File: src/rtl/ps2_host_tx.sv
// PS/2 host-to-device transmitter: inhibits the bus, sends start/8 data/odd parity/stop, checks the device ACK.
// Optional PS2TX_AUTO_RETRY_EN: a failed frame is resent up to twice before error is reported.
module ps2_host_tx #(
    parameter int INHIBIT_CYCLES = 1920,
    parameter int TIMEOUT_CYCLES = 240000,
    parameter int FILTER_CYCLES  = 8
) (
    input  logic       clk,
    input  logic       rst_n,
    input  logic [7:0] tx_data,
    input  logic       tx_valid,
    output logic       tx_ready,
    output logic       busy,
    output logic       done,
    output logic       error,
    output logic       rx_inhibit,
    input  logic       clkps2_in,
    input  logic       dataps2_in,
    output logic       clkps2_oe,
    output logic       dataps2_oe
);

    localparam int CNT_MAX = (INHIBIT_CYCLES > TIMEOUT_CYCLES) ? INHIBIT_CYCLES : TIMEOUT_CYCLES;
    localparam int CNT_W   = $clog2(CNT_MAX + 1);
    localparam int FLT_W   = $clog2(FILTER_CYCLES + 1);

    typedef enum logic [2:0] {
        S_IDLE, S_INHIBIT, S_START, S_SEND, S_ACK, S_WAITIDLE, S_FAIL
    } state_t;

    state_t           r_state;
    state_t           w_state_nxt;
    logic             r_clk_s1, r_clk_s2, r_dat_s1, r_dat_s2;
    logic             r_clk_filt, r_clk_filt_d, r_fall;
    logic [FLT_W-1:0] r_flt_cnt;
    logic [CNT_W-1:0] r_cnt;
    logic [7:0]       r_byte;
    logic [9:0]       r_shift;
    logic [3:0]       r_bit;
    logic             r_dbit;
    logic             w_fall, w_edge, w_timeout, w_inhibit_last;
`ifdef PS2TX_AUTO_RETRY_EN
    logic [1:0]       r_retry;
    logic             w_retry_left;
    assign w_retry_left = (r_retry != 2'd2);
`endif

    // Both synchronisers idle high so reset never fakes an edge.
    // NOTE: non-blocking assignments let every flop sample pre-edge values, so the 2-FF chain really is two stages.
    always_ff @(posedge clk) begin
        if (!rst_n) begin
            r_clk_s1 <= 1'b1;
            r_clk_s2 <= 1'b1;
            r_dat_s1 <= 1'b1;
            r_dat_s2 <= 1'b1;
        end else begin
            r_clk_s1 <= clkps2_in;
            r_clk_s2 <= r_clk_s1;
            r_dat_s1 <= dataps2_in;
            r_dat_s2 <= r_dat_s1;
        end
    end

    always_ff @(posedge clk) begin
        if (!rst_n) begin
            r_clk_filt   <= 1'b1;
            r_clk_filt_d <= 1'b1;
            r_flt_cnt    <= '0;
            r_fall       <= 1'b0;
        end else begin
            r_clk_filt_d <= r_clk_filt;
            r_fall       <= w_fall;
            if (r_clk_s2 == r_clk_filt) begin
                r_flt_cnt <= '0;
            end else if (r_flt_cnt == FLT_W'(FILTER_CYCLES - 1)) begin
                r_clk_filt <= r_clk_s2;
                r_flt_cnt  <= '0;
            end else begin
                r_flt_cnt <= r_flt_cnt + FLT_W'(1);
            end
        end
    end

    assign w_fall         = r_clk_filt_d & ~r_clk_filt;
    assign w_edge         = r_clk_filt_d ^ r_clk_filt;
    assign w_timeout      = (r_cnt == CNT_W'(TIMEOUT_CYCLES - 1));
    assign w_inhibit_last = (r_state == S_INHIBIT) && (r_cnt == CNT_W'(INHIBIT_CYCLES - 1));

    always_ff @(posedge clk) begin
        if (!rst_n) r_state <= S_IDLE;
        else        r_state <= w_state_nxt;
    end

    // NOTE: default assignment first so no path leaves the variable unassigned and infers a latch.
    always_comb begin
        w_state_nxt = r_state;
        case (r_state)
            S_IDLE:     if (tx_valid) w_state_nxt = S_INHIBIT;
            S_INHIBIT:  if (w_inhibit_last) w_state_nxt = S_START;
            S_START:    w_state_nxt = w_timeout ? S_FAIL : S_SEND;
            S_SEND: begin
                if (w_timeout)                    w_state_nxt = S_FAIL;
                else if (r_fall && r_bit == 4'd9) w_state_nxt = S_ACK;
            end
            S_ACK: begin
                if (w_timeout)   w_state_nxt = S_FAIL;
                else if (r_fall) w_state_nxt = r_dat_s2 ? S_FAIL : S_WAITIDLE;
            end
            S_WAITIDLE: begin
                if (r_clk_filt && r_dat_s2) w_state_nxt = S_IDLE;
                else if (w_timeout)         w_state_nxt = S_FAIL;
            end
`ifdef PS2TX_AUTO_RETRY_EN
            S_FAIL:     w_state_nxt = w_retry_left ? S_INHIBIT : S_IDLE;
`else
            S_FAIL:     w_state_nxt = S_IDLE;
`endif
            default:    w_state_nxt = S_IDLE;
        endcase
    end

    always_comb begin
        tx_ready   = (r_state == S_IDLE);
        busy       = (r_state != S_IDLE);
        rx_inhibit = busy;
        clkps2_oe  = (r_state == S_INHIBIT);
        dataps2_oe = w_inhibit_last || (r_state == S_START) || ((r_state == S_SEND) && !r_dbit);
        done       = (r_state == S_WAITIDLE) && r_clk_filt && r_dat_s2;
`ifdef PS2TX_AUTO_RETRY_EN
        error      = (r_state == S_FAIL) && !w_retry_left;
`else
        error      = (r_state == S_FAIL);
`endif
    end

    // Shared counter: INHIBIT hold time, then inter-edge timeout; edges seen while inhibiting are our own.
    always_ff @(posedge clk) begin
        if (!rst_n) begin
            r_cnt <= '0;
        end else if (r_state == S_IDLE || w_state_nxt != r_state) begin
            r_cnt <= '0;
        end else if (r_state != S_INHIBIT && w_edge) begin
            r_cnt <= '0;
        end else begin
            r_cnt <= r_cnt + CNT_W'(1);
        end
    end

    always_ff @(posedge clk) begin
        if (!rst_n) begin
            r_byte  <= '0;
            r_shift <= '0;
            r_bit   <= '0;
            r_dbit  <= 1'b1;
        end else begin
            if (r_state == S_IDLE && tx_valid) r_byte <= tx_data;
            if (r_state == S_START) begin
                r_shift <= {1'b1, ~^r_byte, r_byte};
                r_bit   <= '0;
                r_dbit  <= 1'b0;
            end else if (r_state == S_SEND && r_fall) begin
                r_dbit  <= r_shift[0];
                r_shift <= {1'b0, r_shift[9:1]};
                r_bit   <= r_bit + 4'd1;
            end
        end
    end

`ifdef PS2TX_AUTO_RETRY_EN
    always_ff @(posedge clk) begin
        if (!rst_n)                            r_retry <= '0;
        else if (r_state == S_IDLE && tx_valid) r_retry <= '0;
        else if (r_state == S_FAIL && w_retry_left) r_retry <= r_retry + 2'd1;
    end
`endif

endmodule

File: config.mk
export PLATFORM = sky130hd
export DESIGN_NAME = ps2_host_tx
export DESIGN_NICKNAME = d
export VERILOG_FILES = /design/src/rtl/ps2_host_tx.sv
export SDC_FILE = /design/constraint.sdc
export NUM_CORES = 1
export LEC_CHECK = 0
export CORE_MARGIN = 2
export CORE_UTILIZATION = 40
export CTS_CLUSTER_DIAMETER = 60
export DETAILED_ROUTE_END_ITERATION = 8
export MAX_ROUTING_LAYER = met4
export PLACE_DENSITY = 0.57
export SYNTH_ARGS = -nofsm -noshare
export SYNTH_HDL_FRONTEND = slang
export SYNTH_SLANG_ARGS = --single-unit
File: constraint.sdc
create_clock -name clk -period 4.2 [get_ports clk]
set_clock_uncertainty 0.05 [all_clocks]
set_input_delay 0.84 -clock clk [delete_from_list [all_inputs] [get_ports clk]]
set_output_delay 0.84 -clock clk [all_outputs]
set_load 0.005 [all_outputs]
==> reports/qor.csv <==
metric;value;unit
fin_crit;3.23;ns
use_met1;22.1;%
globalplace.congestion;0.807;
antenna_found_initial;0;
clock.fmax;310;MHz
status;completed;
path_clk_slew;0.09;ns
die-area;7240;um^2
vdd_ir_drop_max;0.000176;V
cts_tree;done;
initial_core_util;41.4;%
synth_nets;327;
synthSimpleGateAreaFrac;30.3;%
drive_gt1_share;5.56;%
diodes;0;
cp-start-kind;register;
viasPerCell;5.23;
grt_use_total;16.3;%
synth_seq_cells;55;
tightest_slew;0.685;ns
clockPowerShare;33.4;%
clock_latency;0.31;ns
wl_per_cell;13.5;um
numPortBuffers;19;
p_sw;216;uW
synth_mux_area_share;0.761;%
use_met3;3.11;%
pin_count;20;
path_class;reg2out;
synth_area;2630;um^2
num_rows;29;
numCtsBuffers;5;
ys_seq_area_share;41.8;%
ys_warn_count;0;
finalMaxSlewViolations;0;
die_w;85.1;um
max-slew-margin-rel;54.3;%
wirelength;5.40;mm
critPathCaptureType;output pin;
synth_edf_count;0;
vias;2096;
grt_pass1_wl;9.49;mm
synth-main-ff-cell;dfxtp_1;
finalSetupTns;0;ns
synth_fa_ha_area_share;2.38;%
grt_busiest_layer;met2;
gr-total-overflow;0;
remaining_drc_errors;0;
synth_xor_area_share;9.65;%
cts-resized-gates;0;
hold_viol_final;0;
cp.required;3.31;ns
nets;341;
p_int;701;uW
power.share.sequential;58.8;%
rsz0062_at_grt;false;
avgSynthCellArea;8.52;um^2
drt_pass1_iterations;5;
combPwrFrac;7.7;%
postCtsSetupBuffers;0;
maxCapViolCount;0;
antenna_left;0;
grt_max_degree;22;
power.density;310;nW/um^2
yosysUniqueCellTypes;48;
holdWs;0.363;ns
synth_compound_area_share;11.6;%
first_global_vias;2052;
hold_path.class;reg2reg;
h-tree-depth;2;
hold_buffers;0;
hpwl;3.91;mm
drt_iter0_drc;128;
core_area;6350;um^2
cts.sinks;55;
period_share;76.8;%
p_sw_share;23.5;%
die_y;85.1;um
synth_top_family_by_area;simple AND/OR/NAND/NOR gates;
clockBufferDepth;2;
post-route-util;46.5;%
async_flop_share;0;%
synthesis.instances;309;
area_growth_syn_to_layout;12.3;%
path_max_fanout;6;
setup_viol;0;
static-leakage-power;1.01;nW
use_met2;24.4;%
root_buffer;clkbuf_8;
critPathArrivalTime;2.34;ns
## kinds of logic (layout without fill, tap and decap cells)
logic type / Yosys count / after routing
and+or+nand+nor: 155 / 155
muxes: 2 / 2
adders and majority gates: 5 / 5
AOI/OAI and AO/OA: 42 / 42
xor gates and xnor gates: 29 / 29
DFF: 55 / 55
buffers and inverters: 21 / 36
## cell usage in the layout (no fill, tap or decap), drive strengths merged, types with 3 or more instances in the layout
master         synthesis  final
clkdlybuf4s50          0     19
and3                   6      6
clkbuf                 4      7
inv                    9      9
xor2                  15     15
and4                   3      3
dfxtp                 55     55
nor2                  36     36
a311oi                 9      9
and2                   4      4
nor3                  13     13
o21ai                  7      7
nand2b                 7      7
a21oi                 14     14
nand4                  9      9
ha                     5      5
nand2                 53     53
nand3                 11     11
xnor2                 14     14
nand3b                 3      3
## worst max-delay path: stages (launching register included)
cell	delay, ns
dfxtp_1	0.38
ha_1	0.24
and4_1	0.30
and3_1	0.31
a41oi_1	0.14
nor2_1	0.13
clkdlybuf4s50_1	0.53
## stage by stage
stage                     power, mW  cells  cell area, um^2  worst slack, ns
after CTS                     0.928    401             2950            0.979
after global routing          0.960    401             2950            0.803
after floorplan               0.596    309             2630             1.97
final                         0.917    401             2950            0.974
after global placement        0.624    393             2860             1.37
after detailed placement      0.624    393             2860             1.33
## path summary, 6_finish.rpt
kind / cells past startpoint / endpoint / slack, ns / startpoint
hold / removal: 1 / r_clk_s2$_SDFF_PN1_ / 0.36 / r_clk_s1$_SDFF_PN1_
setup reg to reg: 6 / r_cnt[2]$_SDFF_PP0_ / 2.22 / r_cnt[0]$_SDFF_PP0_
setup / recovery: 6 / dataps2_oe / 0.97 / r_cnt[0]$_SDFF_PP0_
hold reg to reg: 1 / r_clk_s2$_SDFF_PN1_ / 0.36 / r_clk_s1$_SDFF_PN1_
## power by group through the flow
| stage | Sequential, mW | Clock, mW | Combinational, mW |
|---|---|---|---|
| 2_1_floorplan | 0.547 | 0 | 0.0482 |
| 3_3_place_gp | 0.552 | 0 | 0.0722 |
| 3_5_place_dp | 0.552 | 0 | 0.0721 |
| 4_1_cts | 0.540 | 0.316 | 0.0725 |
| 5_1_grt | 0.542 | 0.340 | 0.0788 |
| 6_report | 0.540 | 0.306 | 0.0710 |
## per-layer routing
| layer | routed length [um] | share of wire, % |
|---|---|---|
| met1 | 2770 | 51 |
| met2 | 2410 | 45 |
| met3 | 114 | 2.1 |
| met4 | 104 | 1.9 |
| met5 | 0 | 0 |
## state kept, by name, summed over array words and instances, names as in the netlist
register / cells
r_bit: 4
r_byte: 8
r_clk_filt: 1
r_clk_filt_d: 1
r_clk_s1: 1
r_clk_s2: 1
r_cnt: 18
r_dat_s1: 1
r_dat_s2: 1
r_dbit: 1
r_fall: 1
r_flt_cnt: 4
r_shift: 10
r_state: 3
## synthesized netlist by cell type (2+ instances only)
library cell	count	area (um^2)
nand2b_1	7	43.8
a21oi_1	14	70.1
clkbuf_1	4	15.0
nor3_1	13	65.1
buf_4	2	15.0
xnor2_1	14	123
nor2_1	35	131
and2_1	4	25.0
a311oi_1	9	78.8
nand3b_1	3	22.5
nand3_1	10	50.1
dfxtp_1	55	1100
nand2_1	53	199
xor2_1	15	131
inv_1	9	33.8
nand4_1	8	50.1
o21ai_0	6	30.0
ha_1	5	62.6
mux2i_1	2	20.0
and3_1	6	37.5
and4_1	3	26.3
buf_2	5	25.0
nor4_2	2	25.0
## final cells by class
cell class	instances	area, um^2
clock buffers	7	86.3
flip-flops and latches	55	1100
inverters	9	33.8
fillers	650	3400
well taps	77	96.3
multi-input cells	233	1440
clock inverters	1	8.76
repair buffers	19	190
(Power assumes the default switching activity.)
